--- config.mk ---
export PLATFORM = sky130hd
export DESIGN_NAME = bus_vote_comp
export DESIGN_NICKNAME = d
export VERILOG_FILES = /design/src/rtl/bus_vote_pkg.sv /design/src/rtl/crc16_byte.sv /design/src/rtl/bus_vote_comp.sv
export SDC_FILE = /design/constraint.sdc
export NUM_CORES = 1
export LEC_CHECK = 0
export CAP_MARGIN = 10
export CORE_UTILIZATION = 35
export CTS_BUF_LIST = sky130_fd_sc_hd__clkbuf_8
export DETAILED_ROUTE_END_ITERATION = 6
export HOLD_SLACK_MARGIN = 0.02
export PLACE_DENSITY = 0.55
export RECOVER_POWER = 25
export SYNTH_ARGS = -nofsm -noshare
export SYNTH_HDL_FRONTEND = slang
export SYNTH_HIERARCHICAL = 1
export SYNTH_SLANG_ARGS = --single-unit
--- constraint.sdc ---
create_clock -name clk -period 6.1 [get_ports clk]
set_clock_uncertainty 0.05 [all_clocks]
set_input_delay 1.22 -clock clk [delete_from_list [all_inputs] [get_ports clk]]
set_output_delay 1.22 -clock clk [all_outputs]
set_load 0.02 [all_outputs]
--- src/rtl/bus_vote_pkg.sv ---
// Shared types and constants for the redundant-bus voting comparator.
package bus_vote_pkg;

  typedef enum logic [2:0] {IDLE, COLLECT, CRC, CHECK, VOTE, DONE} stateT;

  localparam logic [15:0] CRC16_POLY = 16'h1021;
  localparam logic [15:0] CRC16_INIT = 16'hFFFF;

  // Majority is taken against the full channel count, not just the healthy ones.
  function automatic int majorityNeed(input int nCh);
    return (nCh / 2) + 1;
  endfunction

endpackage

--- src/rtl/crc16_byte.sv ---
// One byte step of CRC-16/CCITT-FALSE, MSB first, purely combinational.
module crc16_byte
  import bus_vote_pkg::*;
(
  input  logic [15:0] crcCur,
  input  logic [7:0]  dataByte,
  output logic [15:0] crcNext
);

  always_comb begin
    logic [15:0] c;
    c = crcCur ^ {dataByte, 8'h00};
    for (int b = 0; b < 8; b++) begin
      c = c[15] ? ({c[14:0], 1'b0} ^ CRC16_POLY) : {c[14:0], 1'b0};
    end
    crcNext = c;
  end

endmodule

--- src/rtl/bus_vote_comp.sv ---
// Collects redundant channel words, CRC-checks them, votes a majority word
// and drives the relay / trip latch from the vote history.
//
// state   | meaning
// IDLE    | waiting for the first channel strobe
// COLLECT | window open, capturing late channels (first strobe wins)
// CRC     | one byte per cycle through all channel CRCs in parallel
// CHECK   | compare computed CRC with transmitted CRC
// VOTE    | one candidate channel per cycle
// DONE    | publish result, update fault counter, trip latch and relay
module bus_vote_comp
  import bus_vote_pkg::*;
#(
  parameter int N_CH      = 3,
  parameter int DW        = 64,
  parameter int WIN       = 16,
  parameter int FAULT_LIM = 3
) (
  input  logic                 clk,
  input  logic                 rst,
  input  logic [N_CH-1:0]      dataEn,
  input  logic [N_CH*DW-1:0]   dataIn,
  input  logic [N_CH*16-1:0]   crcIn,
  input  logic                 order,
  input  logic                 clrFault,
  output logic [DW-1:0]        voteData,
  output logic                 voteValid,
  output logic                 voteOk,
  output logic [N_CH-1:0]      chOk,
  output logic                 relayCtrl,
  output logic                 switchCtrl,
  output logic [2:0]           faultCnt,
  output logic                 busy,
  output logic                 overrun
);

  localparam int NB   = DW / 8;
  localparam int BW   = (NB > 1) ? $clog2(NB) : 1;
  localparam int WW   = $clog2(WIN);
  localparam int IW   = (N_CH > 2) ? 2 : 1;
  localparam int NEED = majorityNeed(N_CH);

  stateT             state;
  logic [DW-1:0]     dataReg [N_CH];
  logic [15:0]       crcCap  [N_CH];
  logic [15:0]       crcReg  [N_CH];
  logic [15:0]       crcNxt  [N_CH];
  logic [7:0]        curByte [N_CH];
  logic [N_CH-1:0]   arrived;
  logic [N_CH-1:0]   chOkInt;
  logic [BW-1:0]     byteCnt;
  logic [WW-1:0]     winCnt;
  logic [IW-1:0]     voteIdx;
  logic              found;
  logic [DW-1:0]     winData;
  logic [2:0]        matchCnt;
  logic              candHit;
  logic [2:0]        faultNxt;
  logic              switchNxt;

  assign busy = (state != IDLE);

  always_comb begin
    for (int i = 0; i < N_CH; i++) begin
      curByte[i] = dataReg[i][8*(NB-1-int'(byteCnt)) +: 8];
    end
  end

  for (genvar g = 0; g < N_CH; g++) begin : genCrc
    crc16_byte uCrc (
      .crcCur   (crcReg[g]),
      .dataByte (curByte[g]),
      .crcNext  (crcNxt[g])
    );
  end

  always_comb begin
    matchCnt = 3'd0;
    for (int j = 0; j < N_CH; j++) begin
      if (chOkInt[j] && (dataReg[j] == dataReg[voteIdx])) matchCnt = matchCnt + 3'd1;
    end
    candHit = !found && chOkInt[voteIdx] && (matchCnt >= 3'(NEED));
  end

  // clrFault beats a trip raised in the same cycle.
  always_comb begin
    faultNxt  = faultCnt;
    switchNxt = switchCtrl;
    if (clrFault) begin
      faultNxt  = 3'd0;
      switchNxt = 1'b0;
    end else if (voteOk) begin
      faultNxt = 3'd0;
    end else begin
      if (faultCnt < 3'(FAULT_LIM)) faultNxt = faultCnt + 3'd1;
      if (faultNxt == 3'(FAULT_LIM)) switchNxt = 1'b1;
    end
  end

  always_ff @(posedge clk) begin
    if (!rst) begin
      state      <= IDLE;
      arrived    <= '0;
      chOkInt    <= '0;
      byteCnt    <= '0;
      winCnt     <= '0;
      voteIdx    <= '0;
      found      <= 1'b0;
      winData    <= '0;
      voteData   <= '0;
      voteValid  <= 1'b0;
      voteOk     <= 1'b0;
      chOk       <= '0;
      relayCtrl  <= 1'b0;
      switchCtrl <= 1'b0;
      faultCnt   <= 3'd0;
      overrun    <= 1'b0;
      for (int i = 0; i < N_CH; i++) begin
        dataReg[i] <= '0;
        crcCap[i]  <= '0;
        crcReg[i]  <= '0;
      end
    end else begin
      voteValid <= 1'b0;
      if ((|dataEn) && (state inside {CRC, CHECK, VOTE, DONE})) overrun <= 1'b1;

      case (state)
        IDLE: begin
          if (|dataEn) begin
            for (int i = 0; i < N_CH; i++) begin
              if (dataEn[i]) begin
                dataReg[i] <= dataIn[i*DW +: DW];
                crcCap[i]  <= crcIn[i*16 +: 16];
              end
            end
            arrived <= dataEn;
            winCnt  <= '0;
            state   <= COLLECT;
          end
        end

        COLLECT: begin
          for (int i = 0; i < N_CH; i++) begin
            if (dataEn[i] && !arrived[i]) begin
              dataReg[i] <= dataIn[i*DW +: DW];
              crcCap[i]  <= crcIn[i*16 +: 16];
              arrived[i] <= 1'b1;
            end
          end
          if ((&arrived) || (winCnt == WW'(WIN-1))) begin
            byteCnt <= '0;
            for (int i = 0; i < N_CH; i++) crcReg[i] <= CRC16_INIT;
            state <= CRC;
          end else begin
            winCnt <= winCnt + 1'b1;
          end
        end

        CRC: begin
          for (int i = 0; i < N_CH; i++) crcReg[i] <= crcNxt[i];
          if (byteCnt == BW'(NB-1)) state <= CHECK;
          else                      byteCnt <= byteCnt + 1'b1;
        end

        CHECK: begin
          for (int i = 0; i < N_CH; i++) chOkInt[i] <= arrived[i] && (crcReg[i] == crcCap[i]);
          voteIdx <= '0;
          found   <= 1'b0;
          state   <= VOTE;
        end

        VOTE: begin
          if (candHit) begin
            found   <= 1'b1;
            winData <= dataReg[voteIdx];
          end
          if (voteIdx == IW'(N_CH-1)) begin
            voteValid <= 1'b1;
            voteOk    <= found || candHit;
            chOk      <= chOkInt;
            if (found)        voteData <= winData;
            else if (candHit) voteData <= dataReg[voteIdx];
            state <= DONE;
          end else begin
            voteIdx <= voteIdx + 1'b1;
          end
        end

        DONE: begin
          faultCnt   <= faultNxt;
          switchCtrl <= switchNxt;
          relayCtrl  <= voteOk && order && !switchNxt;
          arrived    <= '0;
          state      <= IDLE;
        end

        default: state <= IDLE;
      endcase

      if ((state != DONE) && clrFault) begin
        faultCnt   <= 3'd0;
        switchCtrl <= 1'b0;
      end
    end
  end

endmodule

==> reports/metrics.cfg <==
[power_and_ir_drop]
pwr-share-clk_pct=32.9
power_density_mw_per_mm2=256.4
max-vdd-ir-drop_mv=0.1175
p_sw_w=0.002293
leakage_nw=11.84
swShare_pct=29.65
p_int_w=0.005439
combPwrFrac_pct=18.1
seqPwrFrac_pct=49.0

[synth]
syn_inst=2230
syn-num-nets=2484
async_reset_ff_share_pct=0
synthTopCellsByArea=edfxtp_1 36%, dfxtp_1 13%, and2_1 6.3%, mux2i_1 5.4%, mux4_2 4.4%
yosys.area.top_type=edfxtp_1
synth_edf_count=288
ys_ff_latch=448
synth_ff_type=edfxtp_1
synthesis.area_mm2=0.02436
avgSynthCellArea_um2=10.92
seq_area_frac_synth_pct=48.65
synth_top_area_share_pct=35.50
yosysWarningCount=6
ys_types=66

[critical_path]
cp_num_buf_inv=2
cpPeakStageDelay_ns=1.18
critPathKind=reg -> reg
crit_slowest_cell=o21ai_0
crit_required_ns=6.41
crit_path_cell_trace=inv_2 -> o21ai_0 -> xnor2_1 -> nor4_1 -> nand4_1 -> or4_1 -> or3b_2 -> ha_1 -> nor3_1 -> a31oi_1 -> a311o_1 -> nand2_4 -> buf_4 -> a21oi_1
arrival_ns=6.00
endpoint_kind=register
critPathLaunchType=register
crit_path_max_fanout=37
crit_family=simple AND/OR/NAND/NOR gates

[clock_tree]
clock_latency_ns=0.68
cts_hold_buf=0
cts-root-buf=clkbuf_8
cts_setup_buffers=0
clkTransAtPathRegs_ns=0.07
cts_buffers=78
htreeDepth=3
clk_path_buf_depth=3
cts.repair.resized=0
cts_tree=done
cts_sinks=448

[timing]
fin_ws_ns=0.4129
hold_slack_ns=0.4067
finalSetupTns_ns=0
worstMarginPinSlew_ns=3.940
drv_slew=316
period_minus_slack_ns=5.687
final_hold_viol_count=0
max_freq_ghz=0.1758
final-setup-viol-count=0
grt_setup_unrepaired=no
timing.final.crit_share_pct=93.23
max_slew_margin_pct=-162.7

[routing]
routed_wl_mm=91.88
detail_route.wl_per_cell_um=25.93
postRouteAntennaNets=0
remaining_drc_errors=0
vias=18940
dr.pass1.iters=5
drtIter0Drc=1822
vias_per_cell=5.345

[final_layout]
nNetsFinal=2811
layout_commonest_cell=clkdlybuf4s50_1
nFillCells=6560
final_cell_mix=320 x clkdlybuf4s50_1, 288 x edfxtp_1, 270 x nand2_1
area_growth_pct=23.79
drive_gt1_share_pct=11.15

[die]
ios=323
core_mm2=0.06871
dieWidth_um=265.8
dieArea_mm2=0.07066
rows=96
initial_core_util_pct=35.45
die_h_um=265.8

[global_route]
first_global_vias=18590
grt-ovfl-total=0
grt_pass1_wl_mm=129.6
grt_start_max_net_pins=130
grtUsageTotal_pct=25.60
antenna_found_initial=5

[run_status]
run_status=finished with violations
failed_checks=capacitance limit, slew limit

[job]
cap_violations=6

[placement]
routabilityCongestion=1.015
pre_cts_ws_ns=0.6408
port_buffers=322
post-dp-hpwl_mm=72.28

[min_path]
hp-class=reg -> reg

synthesized netlist by cell type (15+ instances only):
cell type  count
mux2_2        46
a21o_1        48
and2_1       244
edfxtp_1     288
nand2_1      272
or3_1         66
nor2_1        50
dfxtp_1      160
mux2i_1      132
nor4_1        17
nand4_1       38
clkbuf_1     122
o21ai_0      187
a21oi_1       90
xnor2_1      100
xor2_1        96
mux4_2        48
o22ai_1       23
inv_1         27
xnor3_1       15
routing by layer:
metal	vias to the layer above	track usage [%]	part of all wire [%]
li1	8641	-	-
met1	9402	35.70	45
met2	752	40.29	46
met3	144	3.882	5.9
met4	0	9.118	3.5
met5	-	0	0
area by class of cell:
type / instances / area, µm² / share of cell area (%)
repair buffers: 394 / 3821 / 12.67
diodes: 3 / 7.507 / 0.02490
flip-flops and latches: 448 / 11860 / 39.34
clock buffers: 85 / 1170 / 3.880
clock inverters: 47 / 229.0 / 0.7594
multi-input cells: 1608 / 11800 / 39.13
inverters: 27 / 101.3 / 0.3361
well taps: 931 / 1165 / 3.863
stage by stage:
| stage | instance area, µm² | instances | power, W | util, % |
|---|---|---|---|---|
| floorplan | 24360 | 2230 | 0.004447 | - |
| global placement | 28780 | 3408 | 0.005219 | 41.89 |
| detailed placement | 28780 | 3408 | 0.005219 | 41.89 |
| CTS | 30180 | 3540 | 0.007780 | 43.93 |
| global route | 30150 | 3541 | 0.008000 | 43.88 |
| finish | 30150 | 3543 | 0.007731 | 43.89 |
worst paths after layout:
kind / startpoint / end / slack (ns) / cells past startpoint
hold reg to reg: voteData[46] / voteData[46] / 0.41 / 2
setup reg to reg: register / voteOk / 0.41 / 14
setup / recovery: register / voteOk / 0.41 / 14
hold / removal: voteData[46] / voteData[46] / 0.41 / 2
power by group through the flow:
stage	logic [W]	clock network, W	registers, W
6_report	0.00140	0.00255	0.00379
5_1_grt	0.00147	0.00274	0.00379
4_1_cts	0.00139	0.00262	0.00377
3_5_place_dp	0.00139	0	0.00383
3_3_place_gp	0.00139	0	0.00383
2_1_floorplan	0.000806	0	0.00364
cell families (layout without fill, tap and decap cells):
family / count (synthesis) / after routing / synth area share, %
AND/OR/NAND/NOR: 722 / 722 / 15.27
flip-flops: 448 / 448 / 48.65
AO/OA/AOI/OAI: 415 / 415 / 9.991
XOR/XNOR: 232 / 232 / 10.25
multiplexers: 232 / 232 / 12.38
buffers and inverters: 174 / 553 / 3.087
adder cells (fa/ha/maj): 7 / 7 / 0.3595
other: 0 / 3 / 0
worst register-to-register path, cell delays in order, from the launching register on:
cell,delay (ns)
dfxtp_1,0.40
inv_2,0.36
o21ai_0,1.19
xnor2_1,0.15
nor4_1,0.42
nand4_1,0.14
or4_1,0.56
or3b_2,0.50
ha_1,0.32
nor3_1,0.20
a31oi_1,0.17
a311o_1,0.43
nand2_4,0.13
buf_4,0.26
a21oi_1,0.09
state kept, by name, indices dropped and copies added, names as in the netlist, 2 cells and up, named ones only:
| signal | count |
|---|---|
| arrived | 3 |
| byteCnt | 3 |
| chOk | 3 |
| chOkInt | 3 |
| crcCap | 48 |
| crcReg | 48 |
| dataReg | 192 |
| faultCnt | 3 |
| state | 3 |
| voteData | 64 |
| voteIdx | 2 |
| winCnt | 4 |
| winData | 64 |
(Power assumes the default switching activity.)
